File: src/rtl/clk_div_prog.sv
// Runtime-programmable integer clock divider with registered o_clk/o_tick and a
// valid/ready divisor reload. Optional duty control under CLK_DIV_PROG_DUTY_EN.
module clk_div_prog #(
  parameter int CTR_W       = 8,
  parameter int DIV_DEFAULT = 6
) (
  input  logic             i_clk,
  input  logic             i_rst,
  input  logic             i_en,
  input  logic [CTR_W-1:0] i_div,
  input  logic             i_div_valid,
`ifdef CLK_DIV_PROG_DUTY_EN
  input  logic [CTR_W-1:0] i_high,
  output logic [CTR_W-1:0] o_active_high,
`endif
  output logic             o_div_ready,
  output logic             o_div_err,
  output logic [CTR_W-1:0] o_active_div,
  output logic             o_clk,
  output logic             o_tick
);

  localparam logic [CTR_W-1:0] DIV_RST  = CTR_W'(DIV_DEFAULT);
  localparam logic [CTR_W-1:0] HIGH_RST = CTR_W'(DIV_DEFAULT / 2);
  localparam logic [CTR_W-1:0] ONE      = CTR_W'(1);
  localparam logic [CTR_W-1:0] TWO      = CTR_W'(2);

  generate
    if (DIV_DEFAULT < 2 || DIV_DEFAULT > (2 ** CTR_W) - 1) begin : g_bad_default
      $error("clk_div_prog: DIV_DEFAULT outside 2 .. 2^CTR_W-1");
    end
  endgenerate

  logic [CTR_W-1:0] cnt_q, cnt_d;
  logic             run_q, run_d;
  logic [CTR_W-1:0] div_q, div_d;
  logic             pend_q, pend_d;
  logic [CTR_W-1:0] pend_div_q, pend_div_d;
  logic             clk_q, clk_d;
  logic             tick_q, tick_d;
  logic             err_q, err_d;
  logic [CTR_W-1:0] high_cur;

  logic             accept, reject, wrap, apply;
  logic [CTR_W-1:0] cnt_inc;

`ifdef CLK_DIV_PROG_DUTY_EN
  logic [CTR_W-1:0] high_q, high_d;
  logic [CTR_W-1:0] pend_high_q, pend_high_d;
  logic [CTR_W-1:0] high_clamped;

  // Clamp against the divisor that arrives in the same request.
  always_comb begin
    high_clamped = i_high;
    if (i_high == '0) begin
      high_clamped = ONE;
    end else if (i_high >= i_div) begin
      high_clamped = i_div - ONE;
    end
  end

  assign high_cur      = high_q;
  assign o_active_high = high_q;
`else
  assign high_cur = div_q >> 1;
`endif

  always_comb begin
    accept  = i_div_valid && !pend_q && (i_div >= TWO);
    reject  = i_div_valid && !pend_q && (i_div < TWO);
    wrap    = run_q && (cnt_q == div_q - ONE);
    // A period boundary is a wrap, a (re)start, or any idle edge.
    apply   = pend_q && (!i_en || !run_q || wrap);
    cnt_inc = cnt_q + ONE;

    cnt_d      = cnt_q;
    run_d      = run_q;
    clk_d      = clk_q;
    tick_d     = 1'b0;
    div_d      = div_q;
    pend_d     = pend_q;
    pend_div_d = pend_div_q;
    err_d      = reject;

    if (!i_en) begin
      cnt_d = '0;
      run_d = 1'b0;
      clk_d = 1'b0;
    end else if (!run_q || wrap) begin
      cnt_d  = '0;
      run_d  = 1'b1;
      clk_d  = 1'b1;
      tick_d = 1'b1;
    end else begin
      // Not a boundary, so no apply can be in flight: current H is valid.
      cnt_d = cnt_inc;
      clk_d = (cnt_inc < high_cur);
    end

    if (apply) begin
      div_d  = pend_div_q;
      pend_d = 1'b0;
    end else if (accept) begin
      pend_d     = 1'b1;
      pend_div_d = i_div;
    end
  end

`ifdef CLK_DIV_PROG_DUTY_EN
  always_comb begin
    high_d      = apply ? pend_high_q : high_q;
    pend_high_d = accept ? high_clamped : pend_high_q;
  end

  always_ff @(posedge i_clk or posedge i_rst) begin
    if (i_rst) begin
      high_q      <= HIGH_RST;
      pend_high_q <= '0;
    end else begin
      high_q      <= high_d;
      pend_high_q <= pend_high_d;
    end
  end
`endif

  always_ff @(posedge i_clk or posedge i_rst) begin
    if (i_rst) begin
      cnt_q      <= '0;
      run_q      <= 1'b0;
      div_q      <= DIV_RST;
      pend_q     <= 1'b0;
      pend_div_q <= '0;
      clk_q      <= 1'b0;
      tick_q     <= 1'b0;
      err_q      <= 1'b0;
    end else begin
      cnt_q      <= cnt_d;
      run_q      <= run_d;
      div_q      <= div_d;
      pend_q     <= pend_d;
      pend_div_q <= pend_div_d;
      clk_q      <= clk_d;
      tick_q     <= tick_d;
      err_q      <= err_d;
    end
  end

  assign o_div_ready  = ~pend_q;
  assign o_div_err    = err_q;
  assign o_active_div = div_q;
  assign o_clk        = clk_q;
  assign o_tick       = tick_q;

endmodule

File: config.mk
export PLATFORM = sky130hd
export DESIGN_NAME = clk_div_prog
export DESIGN_NICKNAME = d
export VERILOG_FILES = /design/src/rtl/clk_div_prog.sv
export SDC_FILE = /design/constraint.sdc
export NUM_CORES = 1
export LEC_CHECK = 0
export ABC_AREA = 0
export CAP_MARGIN = 0
export CORE_AREA = 2 2 71 73
export DETAILED_ROUTE_END_ITERATION = 10
export DIE_AREA = 0 0 73 75
export SYNTH_ARGS = -nofsm -noshare
export SYNTH_HDL_FRONTEND = slang
export SYNTH_SLANG_ARGS = --single-unit
File: constraint.sdc
create_clock -name i_clk -period 3 [get_ports i_clk]
set_input_delay 0.6 -clock i_clk [delete_from_list [all_inputs] [get_ports i_clk]]
set_output_delay 0.6 -clock i_clk [all_outputs]
set_load 0.05 [all_outputs]
==> results of run 1 <==
==> Yosys cell counts, types with 4 or more instances <==
cell type  count
ha_1           8
nor2b_1        6
mux2_4         7
o21ai_1        4
mux2_2         4
xor2_1         5
inv_1         13
xnor2_1        9
dfrtp_1       27
nand2_1        6
nor2_1         9
a21o_1         4
nand3_1        6
==> worst min-delay path by stage <==
| stage | endpoint | cells past startpoint | start |
|---|---|---|---|
| 2_1_floorplan | o_tick | 1 | run_q |
| 3_3_place_gp | o_tick | 1 | run_q |
| 3_5_place_dp | o_tick | 1 | run_q |
| 4_1_cts | o_tick | 1 | run_q |
| 5_1_grt | o_tick | 1 | run_q |
| 6_report | o_tick | 1 | run_q |
==> registers in the layout, summed over array words and instances, names as in the netlist <==
register / cells
o_clk: 1
o_tick: 1
cnt_q: 8
run_q: 1
o_div_err: 1
pend_q: 1
o_active_div: 8
pend_div_q: 8
==> stage by stage <==
stage	util, %	std cells
3_3_place_gp	40.7	224
4_1_cts	42.9	232
3_5_place_dp	40.7	224
6_report	42.9	232
5_1_grt	42.9	232
2_1_floorplan	-	148
==> area by class of cell <==
cell class / instances / area, µm² / share of cell area, %
clock buffer: 7 / 96.3 / 4.82
clock inverter: 1 / 5.00 / 0.250
inverter: 13 / 48.8 / 2.44
multi-input combinational: 103 / 807 / 40.4
sequential: 29 / 728 / 36.4
tap: 54 / 67.6 / 3.38
timing repair buffer: 25 / 245 / 12.3
==> kinds of logic after synthesis <==
family	after synthesis	share of synthesized area, %
AND/OR/NAND/NOR	39	12.6
flip-flops	29	45.2
AO/OA/AOI/OAI	28	12.3
buffers and inverters	16	4.66
XOR/XNOR	14	7.61
multiplexers	14	11.4
adder cells (fa/ha/maj)	8	6.22
==> power groups by stage <==
stage               combinational, mW  sequential (mW)  clock [mW]
floorplan                       0.517            0.809           0
global placement                0.903            0.654           0
detailed placement              0.922            0.658           0
CTS                             0.925            0.652       0.364
global route                    0.998            0.671       0.382
finish                          0.921            0.650       0.351
==> metal layers <==
layer | up-vias | global-route usage [%] | share of wire, %
li1 | 583 | - | -
met3 | 4 | 4.28 | 4.6
met2 | 35 | 22.4 | 48
met1 | 582 | 16.8 | 46
met4 | 0 | 5.76 | 0.85
met5 | - | 0 | 0
==> results.sh, run 1 <==
export IMPL_status="complete, no violations"
export IMPL_cap_violations=0
export IMPL_place_ws_ps=298
export IMPL_worstSetupEndpoint="o_active_div[5]"
export IMPL_crit_chain="inv_1 > ha_1 > and2_1 > o21a_1 > o31ai_1 > a21oi_1 > a211o_1 > mux2_4"
export IMPL_die_width_um=73
export IMPL_criticalPathCategory="reg -> reg"
export IMPL_antenna_cells=0
export IMPL_vias_per_cell=5.19
export IMPL_required_ps=3160
export IMPL_post_cts_buffers=0
export IMPL_cts_buffers=5
export IMPL_r2r_end="o_active_div[5]"
export IMPL_synth_seq_cells=29
export IMPL_synth_edf_count=0
export IMPL_whs_ps=469
export IMPL_grt_max_degree=30
export IMPL_fill_cells=463
export IMPL_switching_power_mw=0.802
export IMPL_p_clk_share_pct=18.3
export IMPL_yosys_warnings=0
export IMPL_cts_tree="done"
export IMPL_clock_sinks=29
export IMPL_synthArstFlopShare_pct=100
export IMPL_finalInstanceArea_um2=2000
export IMPL_worst_setup_path_end_kind="register"
export IMPL_comb_power_share_pct=47.9
export IMPL_syn_instance_count=148
export IMPL_clk_path_buf_depth=2
export IMPL_cp_slowest_stage_delay_ps=580
export IMPL_finClkSkew_ps=3.32
export IMPL_crit_fanout=8
export IMPL_rsz0062_at_grt="no"
export IMPL_ys_seq_area_share_pct=45.2
export IMPL_reg2reg_depth=8
export IMPL_synth_area_um2=1610
export IMPL_slew_violations=0
export IMPL_layout_common_cells="27 x dfrtp_1, 23 x clkdlybuf4s50_1, 13 x inv_1"
export IMPL_ir_drop_mv=0.368
export IMPL_place_area_um2=1900
export IMPL_synth_area_per_cell_um2=10.9
export IMPL_dp_hpwl_mm=2.61
export IMPL_grt_ovfl_total=0
export IMPL_syn_num_nets=168
export IMPL_area_delta_synth_final_pct=24.1
export IMPL_layout_commonest_cell="dfrtp_1"
export IMPL_wirelength_mm=3.30
export IMPL_r2r_slack_ps=300
export IMPL_antenna_left=0
export IMPL_p_leak_nw=0.909
export IMPL_ios=24
export IMPL_cts_resized=0
export IMPL_synth_top_flop_cell="dfrtp_1"
export IMPL_port_buffers=23
export IMPL_hold_path_class="reg -> reg"
export IMPL_seq_power_share_pct=33.8
export IMPL_fin_nets=197
export IMPL_synth_top_area_cell="dfrtp_1"
export IMPL_gp_congestion=0.853
export IMPL_dr_pass1_iters=4
export IMPL_drc_errors=0
export IMPL_relSlewSlack_pct=57.6
export IMPL_path_clk_slew_ps=60
export IMPL_avgRoutedWirePerCell_um=14.2
export IMPL_antenna_found_initial=0
export IMPL_crit_start="o_active_div[1]"
export IMPL_setup_ws_ps=303
export IMPL_min_period_ps=2700
export IMPL_drt_iter0_markers=51
export IMPL_grt_first_pass_wirelength_mm=5.70
export IMPL_cp_start_kind="register"
export IMPL_p_int_mw=1.12
export IMPL_first_global_vias=1215
export IMPL_core_um2=4660
export IMPL_synth_area_leaders="dfrtp_1 42%, mux2_4 6.5%, ha_1 6.2%"
export IMPL_synth_top_area_share_pct=42.0
export IMPL_p_total_mw=1.92
export IMPL_cp_slowest_cell="dfstp_2"
export IMPL_die_area_um2=5480
export IMPL_vias=1204
export IMPL_r2r_start="o_active_div[1]"
export IMPL_die_h_um=75
export IMPL_fin_crit_sh_pct=89.9
export IMPL_synth_cell_type_count=38
export IMPL_grt_total_usage_pct=13.7
export IMPL_setup_viol=0
export IMPL_root_buffer="clkbuf_8"
export IMPL_cp_num_buf_inv=1
export IMPL_max_freq_ghz=0.371
export IMPL_timing_setup_tns_ps=0
export IMPL_switching_share_pct=41.7
export IMPL_h_tree_depth=2
export IMPL_path_delay_family="compound AO/OA/AOI/OAI gates"
export IMPL_drive_gt1_share_pct=15.2
export IMPL_clk_latency_ps=280
export IMPL_worstSetupPathDepth=8
export IMPL_num_rows=25
export IMPL_critPathArrivalTime_ps=2860
export IMPL_hold_viol_final=0
export IMPL_holdBufCountCts=0
export IMPL_tightestPinTransition_ps=634
export IMPL_power_density_nw_per_um2=962
export IMPL_start_util_pct=34.6
Power figures use the tool's default switching activity.
==> run 2, diff against run 1 <==
--- a/config.mk
+++ b/config.mk
@@ -10,6 +10,8 @@
 export CORE_AREA = 2 2 71 73
 export DETAILED_ROUTE_END_ITERATION = 10
 export DIE_AREA = 0 0 73 75
+export GPL_ROUTABILITY_DRIVEN = 1
+export SETUP_SLACK_MARGIN = 0.5
 export SYNTH_ARGS = -nofsm -noshare
 export SYNTH_HDL_FRONTEND = slang
 export SYNTH_SLANG_ARGS = --single-unit
==> run 2 against run 1 <==
  * Clock skew grew 0.65 ps
  * Register-to-register slack gained 250 ps
  * Die area is the same
  * Via count grew 2.2%
  * Combinational power grew 15%
  * Sequential power grew 1%
  * Design area grew 6.2%
  * Clock-buffer cell count shrank 2
  * Clock power grew 17%
  * Utilization grew 2.7 points
  * First-iteration DRC count grew 22%
  * Hold slack gained 18 ps
==> results.sh, run 2 (same netlist as run 1, synthesis figures left out) <==
export IMPL_path_clk_slew_ps=70
export IMPL_crit_start="o_active_div[5]"
export IMPL_relSlewSlack_pct=42.9
export IMPL_area_delta_synth_final_pct=31.8
export IMPL_layout_common_cells="24 x dfrtp_1, 23 x clkdlybuf4s50_1, 13 x inv_1"
export IMPL_core_um2=4660
export IMPL_seq_power_share_pct=30.9
export IMPL_place_area_um2=1910
export IMPL_place_ws_ps=268
export IMPL_drive_gt1_share_pct=23.6
export IMPL_switching_power_mw=0.888
export IMPL_placed_cells=223
export IMPL_min_to="o_tick"
export IMPL_port_buffers=23
export IMPL_dr_pass1_iters=7
export IMPL_root_buffer="clkbuf_8"
export IMPL_slew_violations=0
export IMPL_finalInstanceArea_um2=2120
export IMPL_p_leak_nw=0.935
export IMPL_required_ps=3160
export IMPL_first_global_vias=1291
export IMPL_critPathArrivalTime_ps=2610
export IMPL_antenna_left=0
export IMPL_reg2reg_depth=6
export IMPL_r2r_start="o_active_div[5]"
export IMPL_die_width_um=73
export IMPL_ios=24
export IMPL_clk_latency_ps=280
export IMPL_grt_ovfl_total=0
export IMPL_gp_congestion=0.775
export IMPL_cts_tree="done"
export IMPL_post_route_util_pct=45.5
export IMPL_drc_errors=0
export IMPL_hp_start="run_q"
export IMPL_hold_viol_final=0
export IMPL_start_util_pct=34.6
export IMPL_p_clk_share_pct=19.3
export IMPL_crit_fanout=8
export IMPL_p_int_mw=1.24
export IMPL_layout_commonest_cell="dfrtp_1"
export IMPL_status="complete, no violations"
export IMPL_criticalPathCategory="reg -> reg"
export IMPL_drt_iter0_markers=62
export IMPL_timing_setup_tns_ps=0
export IMPL_grt_max_degree=24
export IMPL_min_period_ps=2440
export IMPL_finalNonFillerCells=236
export IMPL_antenna_cells=0
export IMPL_tightestPinTransition_ps=856
export IMPL_r2r_slack_ps=560
export IMPL_cts_buffers=5
export IMPL_r2r_end="o_active_div[3]"
export IMPL_rsz0062_at_grt="no"
export IMPL_switching_share_pct=41.7
export IMPL_h_tree_depth=2
export IMPL_comb_power_share_pct=49.9
export IMPL_vias_per_cell=5.21
export IMPL_clk_path_buf_depth=2
export IMPL_vias=1230
export IMPL_cap_violations=0
export IMPL_avgRoutedWirePerCell_um=14.7
export IMPL_whs_path_depth=1
export IMPL_setup_viol=0
export IMPL_max_freq_ghz=0.409
export IMPL_clock_sinks=29
export IMPL_fin_nets=201
export IMPL_grt_total_usage_pct=14.3
export IMPL_hold_path_class="reg -> reg"
export IMPL_wirelength_mm=3.47
export IMPL_whs_ps=487
export IMPL_antenna_found_initial=0
export IMPL_die_area_um2=5480
export IMPL_die_h_um=75
export IMPL_setup_ws_ps=557
export IMPL_dp_hpwl_mm=2.63
export IMPL_num_rows=25
export IMPL_cp_start_kind="register"
export IMPL_fin_crit_sh_pct=81.4
export IMPL_ir_drop_mv=0.567
export IMPL_p_total_mw=2.13
export IMPL_finClkSkew_ps=3.96
export IMPL_grt_first_pass_wirelength_mm=5.94
export IMPL_power_density_nw_per_um2=1000
export IMPL_worst_setup_path_end_kind="register"
run 2: cell types whose count changed in the layout (fill, tap and decap cells not counted), sizes merged:
cell	delta
clkbuf	-2
bufinv	+1
buf	+4
clkinvlp	+1
run 2: how the worst max path moves through the flow:
stage / to / slack, ps / cells past startpoint
after CTS: o_active_div[0] / 500 / 8
after global routing: o_active_div[3] / 490 / 8
final: o_active_div[3] / 560 / 6
after global placement: pend_div_q[1] / 320 / 5
after floorplan: o_active_div[0] / 460 / 8
after detailed placement: pend_div_q[1] / 270 / 5
run 2: power by group through the flow:
stage / logic, mW / clock network (mW) / registers, mW
final: 1.06 / 0.410 / 0.657
after global routing: 1.14 / 0.436 / 0.680
after CTS: 0.987 / 0.417 / 0.667
after detailed placement: 0.927 / 0 / 0.671
after global placement: 0.915 / 0 / 0.665
after floorplan: 0.536 / 0 / 0.819
run 2: area by class of cell:
cell class | count | area (µm²)
timing repair buffer | 29 | 275
clock inverter | 3 | 46.3
sequential | 29 | 736
tap | 54 | 67.6
multi-input combinational | 103 | 880
clock buffer | 5 | 68.8
fill | 423 | 2540
inverter | 13 | 48.8
run 2: what timing repair did:
item                                   CTS  global route
setup endpoints to repair                7            13
setup buffers                            1             4
pin swaps                                2             4
gates resized for setup                  6             5
hold buffers                             0             0
endpoints found under the hold margin    0             0
run 2: layer usage:
layer	track usage, %	share of wire (%)	vias to the layer above
li1	-	-	591
met1	17.3	44	592
met2	23.7	49	41
met3	3.88	4.8	6
met4	6.79	1.4	0
met5	0	0	-
run 2: critical path: stages (launching register included):
cell,delay (ps)
dfrtp_2,430
or4_4,560
or3_1,340
a21oi_2,190
a21oi_2,100
a211o_4,400
mux2_4,310
